$ cat config.mk
export PLATFORM = sky130hd
export DESIGN_NAME = user_code_loader_flat
export DESIGN_NICKNAME = d
export VERILOG_FILES = /design/src/rtl/user_code_loader_pkg.sv /design/src/rtl/user_code_loader_if.sv /design/src/rtl/user_code_loader_checksum.sv /design/src/rtl/user_code_loader.sv /design/src/flat_wrapper.sv
export SDC_FILE = /design/constraint.sdc
export NUM_CORES = 1
export LEC_CHECK = 0
export ABC_AREA = 1
export ABC_CLOCK_PERIOD_IN_PS = 4500
export BUFFER_PORTS_ARGS = -buffer_cell sky130_fd_sc_hd__clkbuf_2
export CELL_PAD_IN_SITES_DETAIL_PLACEMENT = 0
export CELL_PAD_IN_SITES_GLOBAL_PLACEMENT = 1
export CORE_UTILIZATION = 44
export DETAILED_ROUTE_END_ITERATION = 6
export PLACE_DENSITY = 0.8
export SLEW_MARGIN = 20
export SYNTH_ARGS = -nofsm -noshare
export SYNTH_HDL_FRONTEND = slang
export SYNTH_HIERARCHICAL = 1
export SYNTH_SLANG_ARGS = --single-unit
$ cat constraint.sdc
create_clock -name clock -period 4.5 [get_ports clock]
set_clock_uncertainty 0.15 [all_clocks]
set_input_delay 0.225 -clock clock [delete_from_list [all_inputs] [get_ports clock]]
set_output_delay 0.225 -clock clock [all_outputs]
set_load 0.05 [all_outputs]
$ cat src/rtl/user_code_loader_pkg.sv
// Shared types and defaults for the i281 user code loader.
package i281_loader_pkg;

   localparam int WORD_W_DEF    = 16;
   localparam int ADDR_W_DEF    = 5;
   localparam int DEPTH_DEF     = 32;
   // mem_addr bit that selects the High bank; the low bits index the word.
   localparam int HIGH_BANK_BIT = 4;

   typedef enum logic [2:0] {
      IDLE,
      HI,
      LO,
      WR,
      CHK,
      DONE,
      ERR
   } state_t;

endpackage

$ cat src/rtl/user_code_loader_if.sv
// Byte link (UART RX side) and code memory write port of the loader.
// master: the loader (accepts bytes, drives memory writes).
// slave:  the surroundings (byte source and writable code memory).
interface user_code_loader_if #(
   parameter int WORD_W = 16,
   parameter int ADDR_W = 5
);
   logic [7:0]        rx_data;
   logic              rx_valid;
   logic              rx_ready;
   logic              mem_we;
   logic [ADDR_W-1:0] mem_addr;
   logic [WORD_W-1:0] mem_wdata;

   modport master (
      input  rx_data, rx_valid,
      output rx_ready, mem_we, mem_addr, mem_wdata
   );

   modport slave (
      output rx_data, rx_valid,
      input  rx_ready, mem_we, mem_addr, mem_wdata
   );
endinterface

$ cat src/rtl/user_code_loader_checksum.sv
// 8-bit wrap-around byte accumulator for the load image checksum.
// zero_next flags that adding byte_in to the running sum gives 0 mod 256.
module user_code_checksum (
   input  logic       clock,
   input  logic       reset_n,
   input  logic       clear,
   input  logic       add,
   input  logic [7:0] byte_in,
   output logic       zero_next
);

   logic [7:0] sum;

   // Running sum: clear wins over add so a restart always starts from 0.
   always_ff @(posedge clock or negedge reset_n) begin
      // NOTE: sequential state uses non-blocking assignments so every register
      // samples pre-edge values regardless of block evaluation order.
      if (!reset_n) begin
         sum <= '0;
      end else if (clear) begin
         sum <= '0;
      end else if (add) begin
         sum <= sum + byte_in;
      end
   end

   assign zero_next = (8'(sum + byte_in) == 8'd0);

endmodule

$ cat src/rtl/user_code_loader.sv
// Run-time loader for the i281 user code memory. Holds the CPU in reset,
// packs incoming byte pairs into 16-bit words written in address order and
// verifies a trailing 8-bit checksum byte before releasing the CPU.
module user_code_loader
   import i281_loader_pkg::*;
#(
   parameter int WORD_W = WORD_W_DEF,
   parameter int ADDR_W = ADDR_W_DEF,
   parameter int DEPTH  = DEPTH_DEF
) (
   input  logic                clock,
   input  logic                reset_n,
   input  logic                load_start,
   user_code_loader_if.master  bus,
   output logic                cpu_hold,
   output logic                busy,
   output logic                done,
   output logic                error,
   output logic [ADDR_W:0]     words_loaded
);

   localparam logic [ADDR_W-1:0] LAST_ADDR = ADDR_W'(DEPTH - 1);

   state_t            state, state_n;
   logic [ADDR_W-1:0] addr;
   logic [ADDR_W-1:0] addr_q;
   logic [7:0]        hi_byte;
   logic [WORD_W-1:0] wdata_q;
   logic [ADDR_W:0]   count;
   logic              rx_ready_c;
   logic              accept;
   logic              zero_next;

   // A restart pulse blocks byte acceptance in the same cycle.
   assign rx_ready_c = (state == HI || state == LO || state == CHK) && !load_start;
   assign accept     = bus.rx_valid && rx_ready_c;

   user_code_checksum u_checksum (
      .clock     (clock),
      .reset_n   (reset_n),
      .clear     (load_start),
      .add       (accept && (state == HI || state == LO)),
      .byte_in   (bus.rx_data),
      .zero_next (zero_next)
   );

   // State register.
   always_ff @(posedge clock or negedge reset_n) begin
      if (!reset_n) begin
         state <= IDLE;
      end else begin
         state <= state_n;
      end
   end

   // Next-state and status outputs; load_start overrides any transition.
   always_comb begin
      // NOTE: every output gets a default before the case so no path leaves
      // a signal unassigned, which would otherwise infer a latch.
      state_n    = state;
      bus.mem_we = 1'b0;
      busy       = 1'b0;
      cpu_hold   = 1'b0;
      done       = 1'b0;
      error      = 1'b0;
      case (state)
         IDLE: ;
         HI: begin
            busy     = 1'b1;
            cpu_hold = 1'b1;
            if (accept) state_n = LO;
         end
         LO: begin
            busy     = 1'b1;
            cpu_hold = 1'b1;
            if (accept) state_n = WR;
         end
         WR: begin
            busy       = 1'b1;
            cpu_hold   = 1'b1;
            bus.mem_we = 1'b1;
            state_n    = (addr == LAST_ADDR) ? CHK : HI;
         end
         CHK: begin
            busy     = 1'b1;
            cpu_hold = 1'b1;
            if (accept) state_n = zero_next ? DONE : ERR;
         end
         DONE: done = 1'b1;
         ERR: begin
            error    = 1'b1;
            cpu_hold = 1'b1;
         end
         default: state_n = IDLE;
      endcase
      if (load_start) state_n = HI;
   end

   // Byte packing, write address/data hold registers and word counter.
   // The memory-facing registers load only when the low byte arrives so the
   // write port holds its last values outside the WR cycle.
   always_ff @(posedge clock or negedge reset_n) begin
      if (!reset_n) begin
         addr    <= '0;
         addr_q  <= '0;
         hi_byte <= '0;
         wdata_q <= '0;
         count   <= '0;
      end else if (load_start) begin
         addr  <= '0;
         count <= '0;
      end else begin
         if (state == HI && accept) begin
            hi_byte <= bus.rx_data;
         end
         if (state == LO && accept) begin
            wdata_q <= {hi_byte, bus.rx_data};
            addr_q  <= addr;
         end
         if (state == WR) begin
            count <= count + 1'b1;
            if (addr != LAST_ADDR) addr <= addr + 1'b1;
         end
      end
   end

   assign bus.rx_ready  = rx_ready_c;
   assign bus.mem_addr  = addr_q;
   assign bus.mem_wdata = wdata_q;
   assign words_loaded  = count;

endmodule

$ cat src/flat_wrapper.sv
// flat-port wrapper written by rule: the top's interface ports become plain ports
module user_code_loader_flat import i281_loader_pkg::*;
#(
   parameter int WORD_W = WORD_W_DEF,
   parameter int ADDR_W = ADDR_W_DEF,
   parameter int DEPTH  = DEPTH_DEF
)
  (clock, reset_n, load_start, cpu_hold, busy, done, error, words_loaded, bus_rx_data, bus_rx_valid, bus_rx_ready, bus_mem_we, bus_mem_addr, bus_mem_wdata);
  user_code_loader_if #(.WORD_W(WORD_W), .ADDR_W(ADDR_W)) bus_i ();
  input  logic clock;
  input  logic reset_n;
  input  logic load_start;
  output logic cpu_hold;
  output logic busy;
  output logic done;
  output logic error;
  output logic [ADDR_W:0] words_loaded;
  input wire logic [$bits(bus_i.rx_data)-1:0] bus_rx_data;
  input wire logic [$bits(bus_i.rx_valid)-1:0] bus_rx_valid;
  output wire logic [$bits(bus_i.rx_ready)-1:0] bus_rx_ready;
  output wire logic [$bits(bus_i.mem_we)-1:0] bus_mem_we;
  output wire logic [$bits(bus_i.mem_addr)-1:0] bus_mem_addr;
  output wire logic [$bits(bus_i.mem_wdata)-1:0] bus_mem_wdata;
  assign bus_i.rx_data = bus_rx_data;
  assign bus_i.rx_valid = bus_rx_valid;
  assign bus_rx_ready = bus_i.rx_ready;
  assign bus_mem_we = bus_i.mem_we;
  assign bus_mem_addr = bus_i.mem_addr;
  assign bus_mem_wdata = bus_i.mem_wdata;
  user_code_loader #(.WORD_W(WORD_W), .ADDR_W(ADDR_W), .DEPTH(DEPTH)) u_core (.clock(clock), .reset_n(reset_n), .load_start(load_start), .bus(bus_i), .cpu_hold(cpu_hold), .busy(busy), .done(done), .error(error), .words_loaded(words_loaded));
endmodule
==> qor.yml <==
clkLatencyLatePin_ns: 0.30
worst-setup-path-type: "reg2out"
cts_resized: 0
synthesis.area_um2: 2740
wl_um: 6160
antenna_cells: 0
drcViolationCount: 0
cts-htree-levels: 2
tritoncts.num_buffers: 5
multiInputGateArea_um2: 1260
tightest_slew_ns: 0.696
power_frac_seq: 0.373
grt.overflow.total: 0
clk_path_buf_depth: 2
combPwrFrac: 0.475
synth-main-ff-cell: "dfrtp_1"
antenna_found_initial: 0
die_h_um: 81.0
min_period_ns: 2.31
seq_area_um2: 1280
fmax_mhz: 434
nNetsFinal: 410
cp.required_ns: 4.12
finalHoldViolCount: 0
slew_violations: 0
syn_area_per_cell_um2: 7.97
area_growth_pct: 13.0
io_pins: 45
cts_tree: "built"
fp-row-count: 28
max_slew_margin: 0.533
grt_pass1_vias: 2142
cp-start-kind: "flip-flop"
grt_max_degree: 52
syn-num-nets: 367
p_clk_frac: 0.152
finalHoldWorstSlack_ns: 0.0368
synth_seq_cells: 51
die_w_um: 81.0
drt_iter0_drc: 162
route.met3.wl_um: 298
track_usage: 0.205
worstSetupEndpointType: "output pin"
synth_seq_area_share: 0.465
dp_hpwl_um: 4260
synth_edf_count: 0
route.vias.total: 2395
via_per_inst: 5.17
rsz0062_at_grt: "false"
ys_types: 32
crit_arrival_ns: 1.93
p_per_area_nw_per_um2: 570
power_switching_w: 0.000884
cts_root_buf: "clkbuf_8"
port_buffers: 44
m1WireLength_um: 3110
async_flop_share: 1.00
nFillCells: 601
grt_first_pass_wirelength_um: 10300
path_max_fanout: 30
antenna_left: 0
timing.max_cap.violations: 0
wl_met2_um: 2720
ys_warn_count: 6
top_layer: "met4"
hp-class: "in2reg"
syn_inst: 344
finalSetupTns_ns: 0
place.gp.congestion: 0.824
start_util: 0.461
switching_share: 0.500
wl_per_cell_um: 13.3
cts.sinks: 51
dr.pass1.iters: 4
path_clk_slew_ns: 0.10
p_leak_nw: 1.71
core_um2: 5960
p_int_w: 0.000884
setup_violations: 0
drive_above_1_share: 0.178
fin_crit_sh: 0.512
dieArea_um2: 6550
ir_drop_v: 0.000266
status: "finished, final reports clean"
critical path: stages (launching register included):
cell and delay [ns]:
dfrtp_1 0.47, inv_1 0.14, nand3_1 0.20, a21oi_2 0.19
buf_4 0.30, clkbuf_2 0.34
cells in the mapped netlist, types with 3 or more instances:
cell type | n | area [um2]
a21oi_1 | 9 | 45.0
buf_4 | 4 | 30.0
clkbuf_1 | 4 | 15.0
dfrtp_1 | 51 | 1280
ha_1 | 10 | 125
inv_1 | 32 | 120
nand2_1 | 123 | 462
nand3_1 | 17 | 85.1
nand3b_1 | 3 | 22.5
nand4_1 | 30 | 188
nor2_1 | 21 | 78.8
nor3_1 | 5 | 25.0
o21ai_0 | 8 | 40.0
cell families after synthesis:
group	after synthesis	synth area share
simple gates	211	0.354
flops	51	0.465
buf+inv	46	0.0748
compound gates	24	0.0497
fa+ha+maj	11	0.0529
xor+xnor	1	0.00319
what timing repair did:
item | 4_1_cts | 5_1_grt
endpoints found under the setup margin | 0 | 0
hold endpoints to repair | 51 | 0
buffers inserted | 0 | 0
hold buffers | 1 | 0
cell type report:
cell class	instances	share of cell area
sequential	51	0.412
multi-input combinational	247	0.407
timing repair buffer	48	0.0815
inverter	34	0.0412
tap	75	0.0303
clock buffer	5	0.0222
clock inverter	3	0.00646
metrics by stage:
stage | worst slack (ns) | cell area [um2] | power, W | std cells | utilization
finish | 2.19 | 3100 | 0.00177 | 463 | 0.521
global route | 2.00 | 3100 | 0.00190 | 463 | 0.521
CTS | 2.19 | 3100 | 0.00178 | 463 | 0.521
detailed placement | 2.22 | 3000 | 0.00151 | 454 | 0.504
global placement | 2.22 | 3000 | 0.00150 | 454 | 0.504
floorplan | 2.39 | 2740 | 0.00132 | 344 | -
state kept, by name, summed over array words and instances, names as in the netlist:
name / flops
u_core/u_checksum/sum: 8
u_core/state: 3
u_core/hi_byte: 8
u_core/addr: 5
u_core/bus.mem_addr: 5
u_core/bus.mem_wdata: 16
u_core/words_loaded: 6
final timing paths:
path	start	end	slack, ns	cells past startpoint
worst min-delay path	bus_rx_data[2]	u_core/hi_byte[2]$_DFFE_PN0P_	0.04	3
worst max register to register	u_core/u_checksum/sum[0]$_DFFE_PN0P_	u_core/state[1]$_DFFE_PN0P_	2.20	14
max in group asynchronous	reset_n	u_core/addr[3]$_DFFE_PN0P_	3.34	3
min in group asynchronous	reset_n	u_core/bus.mem_addr[3]$_DFFE_PN0P_	0.40	3
worst min register to register	u_core/bus.mem_addr[1]$_DFFE_PN0P_	u_core/bus.mem_addr[1]$_DFFE_PN0P_	0.33	2
worst max-delay path	u_core/state[1]$_DFFE_PN0P_	bus_rx_ready	2.19	5
layout by cell type (no fill, tap or decap), types with 3 or more instances in the layout:
master    instances
buf_4             3
ha_1             10
dfrtp_1          51
a21oi_1           9
nand3b_1          3
o21ai_0           8
nand3_1          17
nand4_1          30
nor3_1            5
clkbuf_8          5
inv_1            32
clkbuf_2         44
nand2_1         123
nor2_1           21
power groups by stage:
stage                     combinational, W  sequential [W]  clock (W)
after global routing              0.000925        0.000676   0.000300
after detailed placement          0.000841        0.000669          0
final                             0.000840        0.000660   0.000268
after global placement            0.000834        0.000667          0
after CTS                         0.000844        0.000660   0.000281
after floorplan                   0.000411        0.000907          0
layer usage:
layer	vias up	global-route usage
met4	0	0.0536
li1	1210	-
met2	54	0.316
met3	2	0.0416
met5	-	0
met1	1129	0.293
(Power assumes the default switching activity.)
